File: config.mk
export PLATFORM = sky130hd
export DESIGN_NAME = lsu_bus_adapter
export DESIGN_NICKNAME = d
export VERILOG_FILES = /design/src/rtl/lsu_bus_adapter.sv
export SDC_FILE = /design/constraint.sdc
export NUM_CORES = 1
export LEC_CHECK = 0
export BUFFER_PORTS_ARGS = -buffer_cell sky130_fd_sc_hd__buf_2
export CAP_MARGIN = 25
export CELL_PAD_IN_SITES_DETAIL_PLACEMENT = 1
export CELL_PAD_IN_SITES_GLOBAL_PLACEMENT = 1
export CORE_MARGIN = 3
export CORE_UTILIZATION = 36
export DETAILED_ROUTE_END_ITERATION = 6
export HOLD_SLACK_MARGIN = 0.05
export PLACE_DENSITY = 0.9
export REMOVE_ABC_BUFFERS = 1
export SLEW_MARGIN = 10
export SYNTH_ARGS = -nofsm -noshare
export SYNTH_HDL_FRONTEND = slang
export SYNTH_SLANG_ARGS = --single-unit
File: constraint.sdc
create_clock -name clk -period 4.8 [get_ports clk]
set_input_delay 0.96 -clock clk [delete_from_list [all_inputs] [get_ports clk]]
set_output_delay 0.96 -clock clk [all_outputs]
set_load 0.1 [all_outputs]
File: src/rtl/lsu_bus_adapter.sv
// rtl/lsu_bus_adapter.sv - load/store unit to word-aligned req/gnt/rvalid data bus
// Build option LSU_MISALIGN_TRAP_EN: reject misaligned accesses instead of force-aligning them.
module lsu_bus_adapter #(
  parameter int Width          = 32,
  parameter int TIMEOUT_CYCLES = 255
) (
  input  logic               clk,
  input  logic               rst,
  input  logic               mem_rd,
  input  logic               st_en,
  input  logic               LB,
  input  logic               LH,
  input  logic               LBU,
  input  logic               LHU,
  input  logic               SB,
  input  logic               SH,
  input  logic [Width-1:0]   addr,
  input  logic [Width-1:0]   wdata,
  output logic [Width-1:0]   ld_data,
  output logic               stall,
  output logic               misalign,
  output logic               bus_err,
  output logic               bus_req,
  output logic               bus_we,
  output logic [Width-1:0]   bus_addr,
  output logic [Width/8-1:0] bus_be,
  output logic [Width-1:0]   bus_wdata,
  input  logic               bus_gnt,
  input  logic               bus_rvalid,
  input  logic [Width-1:0]   bus_rdata
);
  localparam int BEW = Width / 8;
  localparam int CW  = (TIMEOUT_CYCLES > 0) ? $clog2(TIMEOUT_CYCLES + 1) : 1;

  typedef enum logic [1:0] {IDLE, REQ, WAIT, DONE} state_t;
  state_t state, state_n;

  logic             req, is_byte, is_half, mis_raw, trap, cnt_hit;
  logic [1:0]       off, off_q;
  logic             byte_q, half_q, sign_q;
  logic [CW-1:0]    cnt;
  logic [BEW-1:0]   be_n;
  logic [Width-1:0] wdata_n, rdata_fmt;
  logic [7:0]       rd_byte;
  logic [15:0]      rd_half;

  assign req     = st_en | mem_rd;
  assign is_byte = LB | LBU | SB;
  assign is_half = ~is_byte & (LH | LHU | SH);
  assign mis_raw = (is_half & addr[0]) | (~is_byte & ~is_half & (addr[1:0] != 2'b00));

`ifdef LSU_MISALIGN_TRAP_EN
  assign trap = mis_raw;
  assign off  = addr[1:0];
`else
  // Offending low bits are dropped so the access proceeds naturally aligned.
  assign trap = 1'b0;
  assign off  = is_byte ? addr[1:0] : (is_half ? {addr[1], 1'b0} : 2'b00);
`endif

  assign cnt_hit = (TIMEOUT_CYCLES != 0) && (cnt == CW'(TIMEOUT_CYCLES - 1));

  always_comb begin
    be_n    = '1;
    wdata_n = wdata;
    if (is_byte) begin
      be_n    = BEW'(1) << off;
      wdata_n = {BEW{wdata[7:0]}};
    end else if (is_half) begin
      be_n    = off[1] ? BEW'(4'b1100) : BEW'(4'b0011);
      wdata_n = {(BEW/2){wdata[15:0]}};
    end
  end

  assign rd_byte = bus_rdata[{off_q, 3'b000} +: 8];
  assign rd_half = bus_rdata[{off_q[1], 4'b0000} +: 16];

  always_comb begin
    rdata_fmt = bus_rdata;
    if (byte_q)
      rdata_fmt = {{(Width-8){sign_q & rd_byte[7]}}, rd_byte};
    else if (half_q)
      rdata_fmt = {{(Width-16){sign_q & rd_half[15]}}, rd_half};
  end

  always_comb begin
    state_n = state;
    stall   = 1'b0;
    case (state)
      IDLE: if (req && !trap) begin
        stall   = 1'b1;
        state_n = REQ;
      end
      REQ: begin
        stall = 1'b1;
        if (bus_gnt) state_n = (bus_we || bus_rvalid) ? DONE : WAIT;
      end
      WAIT: begin
        stall = 1'b1;
        if (bus_rvalid || cnt_hit) state_n = DONE;
      end
      DONE:    state_n = IDLE;
      default: state_n = IDLE;
    endcase
  end

  always_ff @(posedge clk or posedge rst) begin
    if (rst) state <= IDLE;
    else     state <= state_n;
  end

  always_ff @(posedge clk or posedge rst) begin
    if (rst) begin
      bus_req   <= 1'b0;
      bus_we    <= 1'b0;
      bus_addr  <= '0;
      bus_be    <= '0;
      bus_wdata <= '0;
      ld_data   <= '0;
      misalign  <= 1'b0;
      bus_err   <= 1'b0;
      cnt       <= '0;
      off_q     <= 2'b00;
      byte_q    <= 1'b0;
      half_q    <= 1'b0;
      sign_q    <= 1'b0;
    end else begin
      misalign <= 1'b0;
      bus_err  <= 1'b0;
      case (state)
        IDLE: if (req) begin
          if (trap) begin
            misalign <= 1'b1;
          end else begin
            bus_req   <= 1'b1;
            bus_we    <= st_en;
            bus_addr  <= {addr[Width-1:2], 2'b00};
            bus_be    <= be_n;
            bus_wdata <= wdata_n;
            off_q     <= off;
            byte_q    <= is_byte;
            half_q    <= is_half;
            sign_q    <= is_byte ? LB : LH;
          end
        end
        REQ: if (bus_gnt) begin
          bus_req <= 1'b0;
          if (!bus_we && bus_rvalid) ld_data <= rdata_fmt;
        end
        // rvalid wins over a timeout landing in the same cycle.
        WAIT: begin
          if (bus_rvalid) begin
            ld_data <= rdata_fmt;
          end else if (cnt_hit) begin
            ld_data <= '0;
            bus_err <= 1'b1;
          end else begin
            cnt <= cnt + 1'b1;
          end
        end
        DONE:    cnt <= '0;
        default: cnt <= '0;
      endcase
    end
  end
endmodule

# After elaboration in Yosys (flattened, before gate mapping)
# Cells that the tools add are included.
dict set report word_totals {
  reg_bits 116
  inputBits 108
  wordCells 82
}
dict set report classes {
  addsub 1
  n_eq_ne 11
  shifts 3
  n_mux 31
  n_bitwise 9
  reduce_logical 14
}
# operator count
set ops {}
lappend ops {{2-to-1 mux 32 bit} 8}
lappend ops {{case mux 32 bit (2 select lines)} 1}
lappend ops {{indexed part select 32 x 6 -> 16 bit} 1}
lappend ops {{indexed part select 32 x 6 -> 8 bit} 1}
lappend ops {{2-to-1 mux 8 bit} 2}
lappend ops {{case mux 8 bit (2 select lines)} 1}
lappend ops {{2-to-1 mux 4 bit} 3}
lappend ops {{!= test 2 bit, second input constant} 6}
lappend ops {{2-to-1 mux 2 bit} 5}
lappend ops {{AND reduction 3 bit} 3}
lappend ops {{adder 8 x 1 -> 8 bit, second input constant} 1}
lappend ops {{equality test 8 bit, second input constant} 1}
lappend ops {{2-to-1 mux 1 bit} 8}
lappend ops {{case mux 2 bit (4 select lines)} 1}
lappend ops {{nonzero test 2 bit} 3}
lappend ops {{bitwise OR 1 bit} 5}
lappend ops {{equality test 2 bit, second input constant} 2}
lappend ops {{case mux 1 bit (2 select lines)} 2}
lappend ops {{AND reduction 4 bit} 1}
lappend ops {{<< shifter 1 x 2 -> 4 bit, first input constant} 1}
lappend ops {{bitwise AND 1 bit} 3}
lappend ops {{!= test 3 bit, second input constant} 1}
lappend ops {{equality test 2 x 1 -> 1 bit, second input constant} 1}
lappend ops {{logical NOT 2 bit} 1}
lappend ops {{other kinds (6)} 7}

# Logic depth before layout (Yosys ltp)
dict set report logic_depth {
  depth_word 9
  ltp_mapped 8
  mapped_depth_nobuf 6
}

# Worst setup path after synthesis
# No wires, ideal clock.
dict set report synth_timing {
  kind {input port to output port}
  from {in mem_rd}
  to {out stall}
  arrival_ps 2815
  setup_slack_ps 1025
  path_stages 5
  path_buffers 1
  path_cell_list {nor2_1 -> nor2_1 -> clkbuf_1 -> nor2_1 -> nor2_1}
}
dict set report synth_between {
  elab_chain_cells 3
}
# item line
set synth_rtl {}
lappend synth_rtl {{start, declared} 9} ;# input logic mem_rd,
lappend synth_rtl {{bitwise OR 1 bit} 47} ;# assign req = st_en | mem_rd;
lappend synth_rtl {{2-to-1 mux 1 bit} 90} ;# IDLE: if (req && !trap) begin
lappend synth_rtl {{case mux 1 bit (2 select lines)} 89} ;# case (state)
lappend synth_rtl {{end, declared} 20} ;# output logic stall,
# No other way between the ends.

# Worst setup path after layout
dict set report layout_timing {
  from {reg state[0]}
  to {out stall}
}
dict set report layout_between {
  elab_chain_cells 3
}
# item line
set layout_rtl {}
lappend layout_rtl {{start, declared} 36} ;# state_t state, state_n;
lappend layout_rtl {{start signal, assigned} 109} ;# else state <= state_n;
lappend layout_rtl {{equality test 2 bit or equality test 2 x 1 -> 1 bit (tied branches)} 89}
lappend layout_rtl {{OR reduction 2 bit (no line)} n/a}
lappend layout_rtl {{case mux 1 bit (2 select lines) (*)} 89}
# Every way passes the cells marked *; elsewhere a longest branch is shown, timed or not.

==> impl_metrics.env <==
export IMPL_setup_viol=0
export IMPL_drt_pass1_iter_count=4
export IMPL_finalMaxSlewViolations=0
export IMPL_clock_path_buffers=2
export IMPL_die_y_microns=131
export IMPL_routedWlPerCell_microns=19.6
export IMPL_vias=5318
export IMPL_post_cts_buffers=0
export IMPL_dpl_instance_area_sq_um=6790
export IMPL_portBuffers=209
export IMPL_syn_to_final_growth_pct=32.4
export IMPL_path_class="reg -> out"
export IMPL_die_area_sq_um=17100
export IMPL_fin_crit_sh_pct=63.0
export IMPL_cp_start_kind="flip-flop"
export IMPL_io_pins=213
export IMPL_relSlewSlack_pct=39.3
export IMPL_rsz0062_at_grt="false"
export IMPL_die_w_microns=131
export IMPL_synth_cells=587
export IMPL_fin_skew_ns=0.0102
export IMPL_core_region_area_sq_um=14900
export IMPL_ctsHoldBuffers=0
export IMPL_synthesis_area_sq_um=5600
export IMPL_met2_usage_pct=38.7
export IMPL_timing_fmax_ghz=0.331
export IMPL_cts_resized_gates=0
export IMPL_status="complete, no violations"
export IMPL_finalSetupTns_ns=0
export IMPL_antenna_cells=0
export IMPL_grtUsageTotal_pct=22.9
export IMPL_maxCapViolCount=0
export IMPL_start_util_pct=37.7
export IMPL_finalInstanceArea_sq_um=7410
export IMPL_wirelength_mm=19.3
export IMPL_reg2reg_to="ld_data[23]"
export IMPL_synth_compound_area_share_pct=17.4
export IMPL_syn_avg_cell_area_sq_um=9.54
export IMPL_grt_max_degree=74
export IMPL_rr_worst_depth=6
export IMPL_cts_root_buf="clkbuf_16"
export IMPL_cp_max_fo=5
export IMPL_met3_usage_pct=8.13
export IMPL_synth_mux_area_share_pct=6.88
export IMPL_synth_xor_area_share_pct=0
export IMPL_via_per_inst=5.42
export IMPL_use_met1_pct=27.1
export IMPL_cp_endpoint="stall"
export IMPL_hpwlAfterDp_mm=13.1
export IMPL_drt_iter0_markers=308
export IMPL_grt_pass1_wl_mm=30.3
export IMPL_critPathCaptureType="output pin"
export IMPL_numCtsBuffers=17
export IMPL_period_needed_ns=3.02
export IMPL_ys_ff_latch=116
export IMPL_rr_startpoint="state[0]"
export IMPL_antenna_found_initial=0
export IMPL_ant_nets=0
export IMPL_synth_adder_area_share_pct=1.56
export IMPL_gp_congestion=0.801
export IMPL_drc=0
export IMPL_synthArstFlopShare_pct=100
export IMPL_grt_pass1_vias=5641
export IMPL_ys_types=50
export IMPL_synth_top_family_by_area="simple AND/OR/NAND/NOR gates"
export IMPL_ys_warn_count=0
export IMPL_cts_tree="yes"
export IMPL_grt_overflow=0
export IMPL_cts_num_sinks=116
export IMPL_rows=44
export IMPL_path_clk_slew_ns=0.06
export IMPL_yosysSeqAreaShare_pct=51.9
export IMPL_synth_edff_count=0
export IMPL_htree_num_levels=4
export IMPL_clock_latency_ns=0.42
export IMPL_nNetsFinal=900
export IMPL_hp_class="reg -> reg"
export IMPL_synth_ff_type="dfrtp_1"
export IMPL_synthSimpleGateAreaFrac_pct=18.5
export IMPL_max_slew_worst_pin_slew_ns=0.911
export IMPL_critPathRequiredTime_ns=3.84
export IMPL_drive_gt1_share_pct=34.0
export IMPL_arrival_ns=2.06
export IMPL_holdWs_ns=0.476
export IMPL_grt_most_used_layer="met2"
export IMPL_cp_startpoint="state[0]"
export IMPL_final_hold_violation_count=0
export IMPL_r2r_setup_slack_ns=2.18
==> cells in the mapped netlist (2+ instances only) <==
library cell,n,area (sq um)
o2bb2ai_1,23,201
a21oi_1,24,120
dfrtp_1,116,2900
clkbuf_1,25,93.8
o21bai_2,2,22.5
nand3_1,6,30.0
nor3_1,3,15.0
or3_1,3,18.8
nor2b_1,9,56.3
and3_1,9,56.3
nand2_1,175,657
mux2i_1,19,190
a22o_1,12,105
buf_2,8,40.0
nand4_1,3,18.8
nand2b_1,2,12.5
a211o_1,2,17.5
inv_1,9,33.8
mux2_2,2,22.5
o21ai_0,44,220
nand2_2,4,25.0
a211oi_1,16,120
nor2_1,19,71.3
o22a_1,2,17.5
ha_1,7,87.6
a31oi_1,8,50.1
buf_4,4,30.0
mux4_2,7,158
o21ai_1,3,15.0
==> metrics by stage <==
stage | setup WS, ns | utilization [%] | cells
after floorplan | -0.550 | - | 551
after global placement | 1.99 | 45.6 | 950
after detailed placement | 1.96 | 45.6 | 950
after CTS | 1.72 | 49.9 | 981
after global routing | 1.59 | 49.9 | 981
final | 1.78 | 49.9 | 981
==> kinds of logic after synthesis <==
| kind of cell | count (synthesis) |
|---|---|
| AOI/OAI and AO/OA | 144 |
| adders and majority gates | 7 |
| buffers and inverters | 48 |
| DFF | 116 |
| muxes | 29 |
| other | 1 |
| and+or+nand+nor | 242 |
==> placed cells by master, fill, tap and decap left out, drive strengths merged, types with 2 or more instances in the layout <==
cell     netlist  layout
nand2b         2       2
mux2           3       3
conb           1       3
o22a           2       2
nor3           4       4
nand2        179     179
o2bb2ai       23      23
mux4           7       7
clkinv         1       7
a31oi          8       8
or2            2       2
buf           13     215
nor2b          9       9
and3           9       9
clkbuf        25      17
ha             7       7
a21oi         24      24
nor2          19      19
o21ai         47      47
or3            3       3
nand4          3       3
mux2i         19      19
a211o          2       2
a211oi        16      16
bufinv         0       4
dfrtp        116     116
o21bai         2       2
inv            9      12
nand3          6       6
a22o          12      12
==> flip-flops by register name, summed over array words and instances, names as in the netlist, 2 cells and up <==
register	cells
ld_data	32
cnt	8
bus_wdata	32
bus_be	4
bus_addr	30
state	2
off_q	2
==> worst min path at each step <==
stage             startpoint             to  slack, ns  cells after the start
2_1_floorplan         sign_q         sign_q       0.49                      2
5_1_grt        bus_wdata[28]  bus_wdata[28]       0.49                      2
3_3_place_gp    bus_addr[15]   bus_addr[15]       0.45                      2
3_5_place_dp    bus_addr[21]   bus_addr[21]       0.46                      2
4_1_cts         bus_wdata[6]   bus_wdata[6]       0.48                      2
6_report        bus_wdata[6]   bus_wdata[6]       0.48                      2
==> worst max-delay path, cell delays in order (launching register included) <==
cell     delay [ns]
dfrtp_1        0.42
inv_1          0.13
ha_1           0.29
inv_1          0.12
nor2_4         0.12
nor2_1         0.04
nor2_1         0.08
buf_2          0.43
==> cell type report <==
| type | instances | area, sq um |
|---|---|---|
| well taps | 184 | 230 |
| fillers | 1748 | 7450 |
| repair buffers | 215 | 1090 |
| clock buffers | 17 | 425 |
| clock inverters | 14 | 203 |
| flip-flops and latches | 116 | 2900 |
| multi-input cells | 425 | 2520 |
| inverters | 10 | 40.0 |
==> layer usage <==
layer | share of wire [%] | routed length (microns)
met1 | 41 | 7800
met2 | 50 | 9650
met3 | 7.6 | 1460
met4 | 1.8 | 342
met5 | 0 | 0
Power is left out: the tool's default activity adds up to more than one toggle a clock period on the data nets, which glitch-free logic cannot reach.
